--- src/rtl/adc_pkg.sv ---
// Shared definitions for the ADC sample packer: FSM encoding, packed-word
// field positions and the default flush timeout.
package adc_pkg;

  typedef enum logic {
    ST_EMPTY = 1'b0,
    ST_HALF  = 1'b1
  } pack_state_t;

  localparam int SEQ_HI    = 31;
  localparam int SEQ_LO    = 30;
  localparam int NEW_HI    = 29;
  localparam int NEW_LO    = 16;
  localparam int START_BIT = 15;
  localparam int ODD_BIT   = 14;
  localparam int OLD_HI    = 13;
  localparam int OLD_LO    = 0;

  localparam int DEFAULT_FLUSH_TIMEOUT = 40;

  function automatic logic [31:0] pack_word(input logic [1:0]  seq,
                                            input logic [13:0] newer,
                                            input logic        start,
                                            input logic        odd,
                                            input logic [13:0] older);
    logic [31:0] w;
    w                  = '0;
    w[SEQ_HI:SEQ_LO]   = seq;
    w[NEW_HI:NEW_LO]   = newer;
    w[START_BIT]       = start;
    w[ODD_BIT]         = odd;
    w[OLD_HI:OLD_LO]   = older;
    return w;
  endfunction

endpackage

--- src/rtl/adc_pack_queue.sv ---
// Small synchronous word FIFO between the packer and the host pack FIFO.
// A push into a full queue is accepted when a pop happens in the same cycle.
module adc_pack_queue #(
  parameter int DEPTH = 4
) (
  input  logic        clk,
  input  logic        rst_n,
  input  logic        push,
  input  logic        pop,
  input  logic [31:0] wdata,
  output logic [31:0] rdata,
  output logic        full,
  output logic        empty
);

  localparam int AW = $clog2(DEPTH);

  logic [31:0] mem [DEPTH];
  logic [AW:0] wr_ptr;
  logic [AW:0] rd_ptr;
  logic        do_push;
  logic        do_pop;

  assign empty   = (wr_ptr == rd_ptr);
  assign full    = (wr_ptr[AW] != rd_ptr[AW]) && (wr_ptr[AW-1:0] == rd_ptr[AW-1:0]);
  assign do_pop  = pop & ~empty;
  assign do_push = push & (~full | do_pop);
  assign rdata   = mem[rd_ptr[AW-1:0]];

  always_ff @(posedge clk or negedge rst_n) begin
    if (!rst_n) begin
      wr_ptr <= '0;
      rd_ptr <= '0;
    end else begin
      if (do_push) wr_ptr <= wr_ptr + (AW+1)'(1);
      if (do_pop)  rd_ptr <= rd_ptr + (AW+1)'(1);
    end
  end

  always_ff @(posedge clk) begin
    if (do_push) mem[wr_ptr[AW-1:0]] <= wdata;
  end

endmodule

--- src/rtl/adc_sample_packer.sv ---
// Packs pairs of 14-bit ADC samples into tagged 32-bit words for the host.
// Optional decimation is enabled by defining ADC_PACK_DECIM_EN.
module adc_sample_packer
  import adc_pkg::*;
#(
  parameter int QUEUE_DEPTH   = 4,
  parameter int FLUSH_TIMEOUT = DEFAULT_FLUSH_TIMEOUT
) (
  input  logic        i_clk,
  input  logic        i_rst_n,
  input  logic [15:0] i_sample_data,
  input  logic        i_sample_we,
  input  logic        i_record,
  input  logic [3:0]  i_decim,
  input  logic        i_drop_clr,
  output logic [31:0] o_pack_fifo_data,
  output logic        o_pack_fifo_we,
  input  logic        i_pack_fifo_full,
  output logic [15:0] o_drop_count,
  output logic        o_busy
);

  localparam int TW = $clog2(FLUSH_TIMEOUT + 1);
  localparam logic [TW-1:0] TIMEOUT_VAL = TW'(FLUSH_TIMEOUT);

  pack_state_t state, state_next;
  logic          rec_meta, rec_sync, rec_prev, rec_rise;
  logic [13:0]   held;
  logic [1:0]    seq;
  logic          start_armed;
  logic [TW-1:0] timer;
  logic          keep, accept, hold_load;
  logic          push, push_odd, push_ok;
  logic [31:0]   push_word;
  logic [1:0]    drop_amt;
  logic [16:0]   drop_sum;
  logic          q_full, q_empty, q_pop;
  logic [31:0]   q_rdata;
  logic          unused_bits;

  always_ff @(posedge i_clk or negedge i_rst_n) begin
    if (!i_rst_n) begin
      rec_meta <= 1'b0;
      rec_sync <= 1'b0;
      rec_prev <= 1'b0;
    end else begin
      rec_meta <= i_record;
      rec_sync <= rec_meta;
      rec_prev <= rec_sync;
    end
  end

  assign rec_rise = rec_sync & ~rec_prev;

`ifdef ADC_PACK_DECIM_EN
  logic [3:0] decim_cnt;

  assign keep        = (decim_cnt == 4'd0);
  assign unused_bits = ^i_sample_data[15:14];

  always_ff @(posedge i_clk or negedge i_rst_n) begin
    if (!i_rst_n)         decim_cnt <= 4'd0;
    else if (rec_rise)    decim_cnt <= 4'd0;
    else if (i_sample_we) decim_cnt <= keep ? i_decim : decim_cnt - 4'd1;
  end
`else
  assign keep        = 1'b1;
  assign unused_bits = ^{i_sample_data[15:14], i_decim};
`endif

  assign accept = i_sample_we & keep;

  // A held sample is flushed as an odd word on record start so it never
  // pairs with a sample from the new record.
  always_comb begin
    state_next = state;
    hold_load  = 1'b0;
    push       = 1'b0;
    push_odd   = 1'b0;
    push_word  = '0;
    case (state)
      ST_EMPTY: begin
        if (accept) begin
          hold_load  = 1'b1;
          state_next = ST_HALF;
        end
      end
      ST_HALF: begin
        if (rec_rise) begin
          push      = 1'b1;
          push_odd  = 1'b1;
          push_word = pack_word(seq, 14'd0, 1'b0, 1'b1, held);
          if (accept) hold_load  = 1'b1;
          else        state_next = ST_EMPTY;
        end else if (accept) begin
          push       = 1'b1;
          push_word  = pack_word(seq, i_sample_data[13:0], start_armed, 1'b0, held);
          state_next = ST_EMPTY;
        end else if (!rec_sync && timer == TIMEOUT_VAL) begin
          push       = 1'b1;
          push_odd   = 1'b1;
          push_word  = pack_word(seq, 14'd0, start_armed, 1'b1, held);
          state_next = ST_EMPTY;
        end
      end
      default: state_next = ST_EMPTY;
    endcase
  end

  assign q_pop    = ~q_empty & ~i_pack_fifo_full;
  assign push_ok  = push & (~q_full | q_pop);
  assign drop_amt = (push & ~push_ok) ? (push_odd ? 2'd1 : 2'd2) : 2'd0;
  assign drop_sum = {1'b0, o_drop_count} + {15'd0, drop_amt};

  always_ff @(posedge i_clk or negedge i_rst_n) begin
    if (!i_rst_n) begin
      state       <= ST_EMPTY;
      held        <= '0;
      seq         <= '0;
      start_armed <= 1'b1;
      timer       <= '0;
    end else begin
      state <= state_next;
      if (hold_load) held <= i_sample_data[13:0];
      if (rec_rise)  seq <= 2'd0;
      else if (push) seq <= seq + 2'd1;
      if (rec_rise)  start_armed <= 1'b1;
      else if (push) start_armed <= 1'b0;
      if (state != ST_HALF || rec_sync)
        timer <= '0;
      else if (state_next == ST_HALF && timer != TIMEOUT_VAL)
        timer <= timer + TW'(1);
    end
  end

  always_ff @(posedge i_clk or negedge i_rst_n) begin
    if (!i_rst_n)
      o_drop_count <= 16'd0;
    else if (i_drop_clr)
      o_drop_count <= {14'd0, drop_amt};
    else if (drop_amt != 2'd0)
      o_drop_count <= drop_sum[16] ? 16'hFFFF : drop_sum[15:0];
  end

  adc_pack_queue #(
    .DEPTH(QUEUE_DEPTH)
  ) u_queue (
    .clk  (i_clk),
    .rst_n(i_rst_n),
    .push (push),
    .pop  (q_pop),
    .wdata(push_word),
    .rdata(q_rdata),
    .full (q_full),
    .empty(q_empty)
  );

  always_ff @(posedge i_clk or negedge i_rst_n) begin
    if (!i_rst_n) begin
      o_pack_fifo_data <= '0;
      o_pack_fifo_we   <= 1'b0;
    end else begin
      o_pack_fifo_we <= q_pop;
      if (q_pop) o_pack_fifo_data <= q_rdata;
    end
  end

  assign o_busy = (state == ST_HALF) | ~q_empty;

endmodule

--- config.mk ---
export PLATFORM = sky130hd
export DESIGN_NAME = adc_sample_packer
export DESIGN_NICKNAME = d
export VERILOG_FILES = /design/src/rtl/adc_pkg.sv /design/src/rtl/adc_pack_queue.sv /design/src/rtl/adc_sample_packer.sv
export SDC_FILE = /design/constraint.sdc
export NUM_CORES = 1
export LEC_CHECK = 0
export CAP_MARGIN = 0
export CORE_MARGIN = 1.5
export CORE_UTILIZATION = 60
export CTS_CLUSTER_DIAMETER = 100
export CTS_CLUSTER_SIZE = 16
export DETAILED_ROUTE_END_ITERATION = 6
export DONT_BUFFER_PORTS = 1
export GPL_TIMING_DRIVEN = 1
export PLACE_DENSITY_LB_ADDON = 0.15
export SYNTH_ARGS = -nofsm -noshare
export SYNTH_HDL_FRONTEND = slang
export SYNTH_SLANG_ARGS = --single-unit
--- constraint.sdc ---
create_clock -name i_clk -period 4.85 [get_ports i_clk]
set_input_delay 0.97 -clock i_clk [delete_from_list [all_inputs] [get_ports i_clk]]
set_output_delay 0.97 -clock i_clk [all_outputs]
set_load 0.05 [all_outputs]
==> flow_summary_export.csv, run 1 <==
group,metric,value,unit
cells_and_area,syn2layout_area_growth,7.83,%
clock_network,ctsHoldBuffers,0,
logic_synthesis,ys_top_cells_by_area,"edfxtp_1 (45%), dfrtp_1 (24%), mux4_2 (8.4%), mux2_2 (6.2%), and2_1 (2.6%)",
pwr,p_comb_share,20.8,%
placement,port_buffers,0,
hold_path,min-delay-path-class,"in -> async",
clock_network,clk_pin_slew,0.07,ns
floorplan,core.rowCount,43,
pwr,netSwitchingFraction,34.0,%
logic_synthesis,synthDistinctLibCells,53,
run,max_cap_viol_count,0,
logic_synthesis,synth_edf_count,128,
clock_network,htreeDepth,1,
logic_synthesis,ys_seq_elements,210,
setup_path,cp-start-kind,"register",
run_status,status,"complete, no violations",
clock_network,cts_tree,"built",
logic_synthesis,synthesis.area,8550,µm²
placement,post_dp_cell_area,8730,µm²
route,drt_iter0_markers,285,
floorplan,die_y,122,µm
logic_synthesis,yosys.area.top_type,"edfxtp_1",
route,ant_nets,0,
setup_path,arrival,3.83,ns
route,met3_length,719,µm
pwr,power_frac_clock,23.7,%
floorplan,core_area,13900,µm²
sta,finClkSkew,0.0373,ns
route,routed_wl,15.2,mm
logic_synthesis,synth_fp_nets,537,
setup_path,crit_fanout,13,
logic_synthesis,synth.top_cells.by_count,"edfxtp_1 (128), dfrtp_1 (81), mux2_2 (47)",
route,drtPass1Iterations,5,
clock_network,root_buffer,"clkbuf_16",
global_route,grt_pass1_wl,24.3,mm
sta,setup-tns-final,0,ns
pwr,leakage,3.33,nW
clock_network,cts_made_buffers,17,
pwr,internal-power,0.00350,W
sta,fmax,289,MHz
setup_path,cp-end-kind,"register",
pwr,switching_power,0.00181,W
route,vias,4265,
route,wl_per_cell,21.7,µm
setup_path,required,5.22,ns
global_route,antenna_found_initial,0,
clock_network,post_cts_buffers,0,
cells_and_area,antenna_cells,0,
global_route,grt_max_degree,83,
pwr,seq_power_share,55.5,%
floorplan,die_x,122,µm
pwr,power_density,576,nW/µm²
global_route,first_global_vias,4623,
cells_and_area,fin_nets,544,
sta,fin_crit,3.46,ns
logic_synthesis,synth_ff_type,"edfxtp_1",
sta,worst_pin_slew,1.07,ns
logic_synthesis,syn_area_per_cell,17.1,µm²
setup_path,path_class,"reg -> reg",
pwr,power,0.00531,W
cells_and_area,drive_gt1_share,23.0,%
logic_synthesis,ys_warn_count,0,
placement,gp_congestion,0.766,
clock_network,cts.sinks,210,
route,drc,0,
sta,finalCritPeriodShare,71.4,%
clock_network,clkLatencyLatePin,0.50,ns
pwr,ir_worst_vdd,0.000371,V
sta,maxSlewViolCount,0,
sta,grt_setup_unrepaired,"false",
global_route,overflow,0,
route,viasPerCell,6.11,
logic_synthesis,synth_most_common_cell,"edfxtp_1",
logic_synthesis,synthArstFlopShare,39.0,%
sta,max_slew_margin,28.6,%
clock_network,clockBufferDepth,3,
floorplan,initial_core_util,61.6,%
cells_and_area,final_area,9220,µm²
clock_network,ctsResizeCount,0,
logic_synthesis,synth_top_area_share,45.0,%
sta,finalHoldViolCount,0,
global_route,grt_use_total,21.7,%
floorplan,num_io_pins,76,
route,top_layer_used,"met4",
logic_synthesis,synthesis.instances,501,
placement,dp_hpwl,9.28,mm
route,met2WireLength,7.96,mm
sta,setup_viol,0,
logic_synthesis,synth_seq_area_share,69.0,%
floorplan,dieArea,15000,µm²
route,m1WireLength,6.15,mm
[routing by layer]
metal	global-route usage (%)	vias up
li1	-	1938
met1	27.1	2216
met2	38.4	88
met3	4.69	23
met4	5.81	0
met5	0	-
[flip-flops by register name, indices dropped and copies added (netlist names)]
signal / count
held: 14
rec_sync: 1
o_drop_count: 16
o_pack_fifo_we: 1
rec_prev: 1
u_queue.mem: 128
u_queue.rd_ptr: 3
o_pack_fifo_data: 32
seq: 2
timer: 6
u_queue.wr_ptr: 3
state: 1
start_armed: 1
rec_meta: 1
[cells in the final DEF (no fill, tap or decap), types with 3 or more instances in the layout]
| cell | synthesis | layout |
|---|---|---|
| dfrtp_1 | 81 | 80 |
| and2_0 | 3 | 3 |
| inv_1 | 10 | 10 |
| and3_1 | 5 | 5 |
| clkbuf_1 | 7 | 10 |
| a31oi_1 | 6 | 6 |
| mux2_2 | 47 | 47 |
| nor2_1 | 15 | 15 |
| edfxtp_1 | 128 | 128 |
| xnor2_1 | 6 | 6 |
| o21ai_0 | 12 | 12 |
| a21oi_1 | 10 | 10 |
| ha_1 | 9 | 9 |
| mux4_2 | 32 | 32 |
| xor2_1 | 6 | 6 |
| nand3_1 | 6 | 6 |
| a311oi_1 | 9 | 9 |
| and2_1 | 36 | 36 |
| nand2_1 | 11 | 11 |
| a21o_1 | 3 | 3 |
| buf_4 | 3 | 6 |
| clkbuf_16 | 0 | 17 |
| a211oi_1 | 5 | 5 |
| nor3_1 | 7 | 7 |
[kinds of logic after synthesis]
group,Yosys count,synth area share (%)
buf+inv,28,1.55
mux,79,14.6
fa+ha+maj,10,1.55
xor+xnor,12,1.23
compound gates,58,4.74
simple gates,104,7.32
flops,210,69.0
[power groups by stage]
stage / logic, W / clock network, W / registers (W)
finish: 0.00110 / 0.00126 / 0.00294
floorplan: 0.000929 / 0 / 0.00293
global placement: 0.00110 / 0 / 0.00297
CTS: 0.00113 / 0.00130 / 0.00295
detailed placement: 0.00113 / 0 / 0.00299
global route: 0.00121 / 0.00136 / 0.00299
[worst max-delay path, cell delays in order, from the launching register on]
cell and delay [ns]:
dfrtp_1 0.43, nor3b_2 0.28, nand4_2 0.26, a21oi_2 0.52, and2_1 0.28, fa_1 0.26
nand2_2 0.08, or3_4 0.46, a211oi_4 0.34, a31oi_1 0.14, a311oi_1 0.29
[layout make-up]
class                      instances  area, µm²
inverter                          10       37.5
tap                              180        225
multi-input combinational        263       2520
clock inverter                     2       25.0
timing repair buffer               6       45.0
fill                             925       4660
clock buffer                      27        463
sequential                       210       5900
[per-stage QoR]
stage / utilization [%] / std cells / setup WS (ns) / hold slack [ns]
6_report: 66.4 / 698 / 1.39 / 0.170
3_3_place_gp: 62.9 / 669 / 1.36 / 0.335
3_5_place_dp: 62.9 / 669 / 1.31 / 0.341
2_1_floorplan: - / 501 / 1.34 / 0.331
5_1_grt: 66.4 / 698 / 1.06 / 0.150
4_1_cts: 66.4 / 698 / 1.37 / 0.147
[final timing paths]
check / start / endpoint / slack (ns) / cells past startpoint
setup reg to reg: timer[2]$_DFFE_PN0P_ / o_drop_count[10]$_DFFE_PN0P_ / 1.39 / 10
min in group i_clk: rec_meta$_DFF_PN0_ / rec_sync$_DFF_PN0_ / 0.35 / 0
setup / recovery: timer[2]$_DFFE_PN0P_ / o_drop_count[10]$_DFFE_PN0P_ / 1.39 / 10
max in group asynchronous: i_rst_n / start_armed$_DFFE_PN1P_ / 4.45 / 0
hold reg to reg: rec_meta$_DFF_PN0_ / rec_sync$_DFF_PN0_ / 0.35 / 0
hold / removal: i_rst_n / o_pack_fifo_data[9]$_DFFE_PN0P_ / 0.17 / 0
(Power assumes the default switching activity.)
==> run 2, diff against run 1 <==
==> constraint.sdc (replaced) <==
create_clock -name i_clk -period 3.3 [get_ports i_clk]
set_input_delay 0.66 -clock i_clk [delete_from_list [all_inputs] [get_ports i_clk]]
set_output_delay 0.66 -clock i_clk [all_outputs]
set_load 0.05 [all_outputs]
==> run 2 against run 1 <==
Against the previous run: routed wire length grew 3.3%; non-clock buffer count is 15 higher; register-to-register slack got worse by 1.2 ns; combinational power increased by 57%; power is 49% higher; clock skew fell by 0.013 ns; clock-buffer cell count is 1 higher; critical path type unchanged; largest cell class unchanged.
==> flow_summary_export.csv, run 2 (synthesized netlist as in run 1, its figures left out) <==
group,metric,value,unit
sta,finalCritPeriodShare,95.7,%
cells_and_area,antenna_cells,0,
run,max_cap_viol_count,0,
cells_and_area,fillers,952,
floorplan,die_y,122,µm
placement,port_buffers,0,
route,viasPerCell,6.07,
clock_network,htreeDepth,1,
sta,worst_pin_slew,0.690,ns
pwr,netSwitchingFraction,34.3,%
route,vias,4334,
clock_network,clk_pin_slew,0.07,ns
hold_path,min-delay-path-class,"in -> async",
pwr,switching_power,0.00271,W
setup_path,path_class,"reg -> reg",
clock_network,root_buffer,"clkbuf_16",
route,drc,0,
global_route,grt_use_total,22.0,%
pwr,leakage,3.42,nW
global_route,overflow,0,
sta,fin_crit,3.16,ns
setup_path,worstReg2RegStart,"u_queue.wr_ptr[0]$_DFFE_PN0P_",
floorplan,num_io_pins,76,
setup_path,crit_fanout,6,
global_route,grt_pass1_wl,24.7,mm
pwr,power_frac_clock,23.5,%
pwr,p_comb_share,21.9,%
route,ant_nets,0,
pwr,internal-power,0.00520,W
cells_and_area,multi_input_area,2550,µm²
route,routed_wl,15.7,mm
pwr,ir_worst_vdd,0.000455,V
clock_network,cts_made_buffers,17,
placement,gp_congestion,0.788,
global_route,first_global_vias,4564,
sta,maxSlewViolCount,0,
placement,dp_hpwl,9.58,mm
setup_path,startpoint,"u_queue.wr_ptr[0]$_DFFE_PN0P_",
clock_network,clockBufferDepth,3,
global_route,antenna_found_initial,0,
sta,finalHoldViolCount,0,
setup_path,arrival,3.51,ns
clock_network,cts.sinks,210,
cells_and_area,fin_nets,559,
cells_and_area,finalNonFillerCells,714,
global_route,grt_max_degree,82,
floorplan,die_x,122,µm
sta,finClkSkew,0.0245,ns
floorplan,core.rowCount,43,
sta,setup_viol,0,
sta,setup-tns-final,0,ns
setup_path,cp-start-kind,"register",
cells_and_area,drive_gt1_share,26.4,%
pwr,seq_power_share,54.6,%
route,drtPass1Iterations,4,
floorplan,dieArea,15000,µm²
placement,placed_cells,679,
setup_path,required,3.65,ns
sta,fmax,317,MHz
clock_network,clkLatencyLatePin,0.48,ns
setup_path,cp-end-kind,"register",
cells_and_area,final_common_cell,"edfxtp_1",
route,wl_per_cell,21.9,µm
floorplan,initial_core_util,61.6,%
pwr,power,0.00791,W
cells_and_area,mostFrequentLayoutCells,"edfxtp_1 (128), dfrtp_1 (79), mux2_2 (47)",
cells_and_area,final-seq-area,5900,µm²
route,drt_iter0_markers,285,
cells_and_area,largest_reg_flops,128,
run_status,status,"complete, no violations",
cells_and_area,syn2layout_area_growth,10.1,%
clock_network,cts_tree,"built",
pwr,power_density,841,nW/µm²
floorplan,core_area,13900,µm²
sta,max_slew_margin,54.0,%
run 2: timing repair:
action | 4_1_cts | 5_1_grt
hold buffers | 1 | 1
resized for setup | 0 | 8
setup endpoints to repair | 0 | 10
hold endpoints to repair | 81 | 1
buffers inserted | 0 | 3
run 2: worst max-delay path: stages (launching register included):
cell       delay [ns]
dfrtp_1          0.42
xor2_1           0.18
nand4bb_4        0.28
a21o_1           0.21
nor2_2           0.14
ha_2             0.20
fa_1             0.22
nand2_2          0.08
or3_4            0.46
a211oi_4         0.36
a31oi_1          0.16
a211oi_1         0.32
run 2: path summary, 6_finish.rpt:
| path | endpoint | slack [ns] | depth (start not counted) |
|---|---|---|---|
| min in group i_clk | rec_meta$_DFF_PN0_ | 0.20 | 0 |
| max in group asynchronous | start_armed$_DFFE_PN1P_ | 2.65 | 1 |
| setup / recovery | o_drop_count[12]$_DFFE_PN0P_ | 0.14 | 11 |
| hold reg to reg | rec_sync$_DFF_PN0_ | 0.35 | 0 |
| hold / removal | o_pack_fifo_data[7]$_DFFE_PN0P_ | 0.06 | 1 |
| setup reg to reg | o_drop_count[12]$_DFFE_PN0P_ | 0.14 | 11 |
run 2: through the flow:
step	area (µm²)	hold WS, ns	utilization, %	setup slack (ns)
6_report	9410	0.0599	67.8	0.141
5_1_grt	9410	0.0856	67.8	-0.0230
4_1_cts	9350	0.00515	67.4	0.105
3_5_place_dp	8830	0.335	63.6	0.146
3_3_place_gp	8830	0.335	63.6	0.217
2_1_floorplan	8550	0.331	-	0.0982
run 2: power by group through the flow:
stage / clock network, W / registers, W / logic [W]
3_3_place_gp: 0 / 0.00436 / 0.00169
5_1_grt: 0.00202 / 0.00439 / 0.00189
4_1_cts: 0.00191 / 0.00432 / 0.00177
3_5_place_dp: 0 / 0.00438 / 0.00173
2_1_floorplan: 0 / 0.00431 / 0.00137
6_report: 0.00186 / 0.00432 / 0.00173
run 2: layout make-up:
class                   instances  area share (%)
repair buffers                 21            2.18
multi-input cells             263            27.1
well taps                     180            2.39
clock buffers                  28            4.96
inverters                      10           0.399
clock inverters                 2           0.266
flip-flops and latches        210            62.7
run 2: per-layer routing:
| layer | track usage (%) | up-vias | wire length [µm] |
|---|---|---|---|
| li1 | - | 1973 | - |
| met1 | 29.3 | 2221 | 6480 |
| met2 | 37.6 | 113 | 8040 |
| met3 | 4.04 | 27 | 831 |
| met4 | 6.18 | 0 | 323 |
| met5 | 0 | - | 0 |
==> edit (settings of run 2) <==
Register the output `o_drop_count` once more; this adds one clock of latency there. The other outputs are not delayed to match.
--- a/src/rtl/adc_sample_packer.sv
+++ b/src/rtl/adc_sample_packer.sv
@@ -24,2 +24,4 @@
   localparam logic [TW-1:0] TIMEOUT_VAL = TW'(FLUSH_TIMEOUT);
+
+  logic [15:0] o_drop_count_s0;
 
@@ -112,3 +114,3 @@
   assign drop_amt = (push & ~push_ok) ? (push_odd ? 2'd1 : 2'd2) : 2'd0;
-  assign drop_sum = {1'b0, o_drop_count} + {15'd0, drop_amt};
+  assign drop_sum = {1'b0, o_drop_count_s0} + {15'd0, drop_amt};
 
@@ -137,7 +139,7 @@
     if (!i_rst_n)
-      o_drop_count <= 16'd0;
+      o_drop_count_s0 <= 16'd0;
     else if (i_drop_clr)
-      o_drop_count <= {14'd0, drop_amt};
+      o_drop_count_s0 <= {14'd0, drop_amt};
     else if (drop_amt != 2'd0)
-      o_drop_count <= drop_sum[16] ? 16'hFFFF : drop_sum[15:0];
+      o_drop_count_s0 <= drop_sum[16] ? 16'hFFFF : drop_sum[15:0];
   end
@@ -169,2 +171,6 @@
 
+  always_ff @(posedge i_clk) begin
+    o_drop_count <= o_drop_count_s0;
+  end
+
 endmodule
Formal check against the unedited RTL: same outputs for any inputs over 4 cycles, from zero or initial values and one cycle with i_rst_n low; that may be too few to reach the edited logic, so the function may still have changed.
==> edit against run 2 <==
  * Routed wire length down 0.63%
  * Non-clock buffer count is 4 higher
  * Final area is 4.5% higher
  * Worst setup slack gained 0.066 ns
  * Clock skew decreased by 0.0048 ns
  * Hold slack got worse by 0.0043 ns
  * Power grew 3.6%
  * Count of clock-buffer cells in the layout grew 2
  * Critical path depth increased by 2
  * Synthesized cell count grew 3.2%
  * Utilization fell by 0.10 points
  * Synthesized area up 4.5%
  * Sequential cell count grew 16
  * Largest cell class unchanged
==> edit: results (changes against run 2) <==
* Async S/R FF share, synth at 36.28% (-2.8 points)
* Placed inst area at 9215 sq um (+4.4%)
* Syn nets at 553 (+3.0%)
* Leakage Power at 3.634 nW (+6.4%)
* First-pass GRT wire length at 25080 um (+1.6%)
* DR iter-0 viols at 253 (-11%)
* Vias in the first global route at 4715 (+3.3%)
* Number of buffers created by CTS at 18 (+1)
* Int Pwr at 5.458 mW (+4.9%)
* Non-clk buf share at 2.239% (+0.058 points)
* Largest cells by area after synthesis: edfxtp_1 (43%), dfrtp_1 (23%), mux4_2 (8.1%)
* Outcome: finished, final reports clean
* Worst-Margin Slew at 0.7003 ns (+0.009921 ns)
* Non-Filler Instances at 737 (+3.2%)
* Post-Route WL at 15570 um (-0.63%)
* Layout cell share with drive strength beyond 1 at 27.31% (+0.90 points)
* Detailed Place HPWL at 9506 um (-0.82%)
* Synth cell types at 57 (+7.5%)
* Mapped Cells at 517 (+3.2%)
* Worst VDD drop at 0.0005341 V (+17%)
* GP Congestion at 0.7893 (+0.15%)
* Post-synth top cells: edfxtp_1 (128), dfrtp_1 (81), mux2_2 (47)
* Placed cells at 700 (+3.1%)
* Non-clk bufs at 25 (+19%)
* Post-Place Setup Slack at 0.07741 ns (-0.06850 ns)
* Power in the clock group at 1.96 mW (+5%)
* Crit path max fanout at 8 (+2)
* Crit path DAT at 3.48 ns (-0.03 ns)
* Logic inverters at 7 (-3)
* Pin count of the biggest net entering global routing at 83 (+1.2%)
* Sequential fraction of the synthesis area at 69.60% (+0.62 points)
* Power share of the combinational group at 21.0% (-0.9 points)
* Seq/total area at 63.22% (+0.52 points)
* CLK BUF at 30 (+7.1%)
* Post-route clock skew at 0.01972 ns (-0.004751 ns)
==> edit: cell count changes in the layout (fill, tap and decap cells not counted), sizes merged, moves of 4 or more <==
cell	delta
and2	-5
o21ai	-8
buf	+5
nand2	+7
dfxtp	+16
a311oi	-5
inv	-4
==> edit: routing by layer <==
metal	track usage (%)	vias to the layer above	routed length [um]
met5	0	-	0
met4	5.281	0	239
met3	5.049	22	1017
met2	35.58	116	8076
met1	27.00	2273	6239
li1	-	2020	-
==> edit: path summary, 6_finish.rpt <==
path	startpoint	endpoint	depth (start not counted)	slack (ns)
setup reg to reg	timer[0]	o_drop_count_s0[9]	13	0.21
hold / removal	i_rst_n	o_pack_fifo_data[31]	1	0.06
setup / recovery	timer[0]	o_drop_count_s0[9]	13	0.21
hold reg to reg	rec_meta	rec_sync	0	0.36
min in group i_clk	i_record	rec_meta	0	0.20
max in group asynchronous	i_rst_n	start_armed	1	2.84
==> edit: worst max-delay path, cell delays in order (launching register included) <==
cell      delay, ns
dfrtp_1        0.42
inv_1          0.07
ha_1           0.13
and4bb_2       0.29
nand4b_4       0.14
a21oi_4        0.26
and2_4         0.18
ha_2           0.18
fa_2           0.22
and4_4         0.26
nand4_1        0.33
o21ai_0        0.18
a21oi_1        0.10
a311oi_2       0.24
==> edit: repair_timing <==
item,in CTS,in global routing
resized for setup,0,10
setup endpoints to repair,0,15
endpoints found under the hold margin,82,0
hold buffers,1,0
setup buffers,0,4
==> edit: cell families (layout without fill, tap and decap cells) <==
kind of cell	after synthesis	in the layout	synth area share, %
buf+inv	28	64	1.597
compound gates	41	41	3.740
fa+ha+maj	10	10	1.485
simple gates	117	117	7.970
xor+xnor	13	13	1.275
flops	226	226	69.60
mux	82	82	14.33
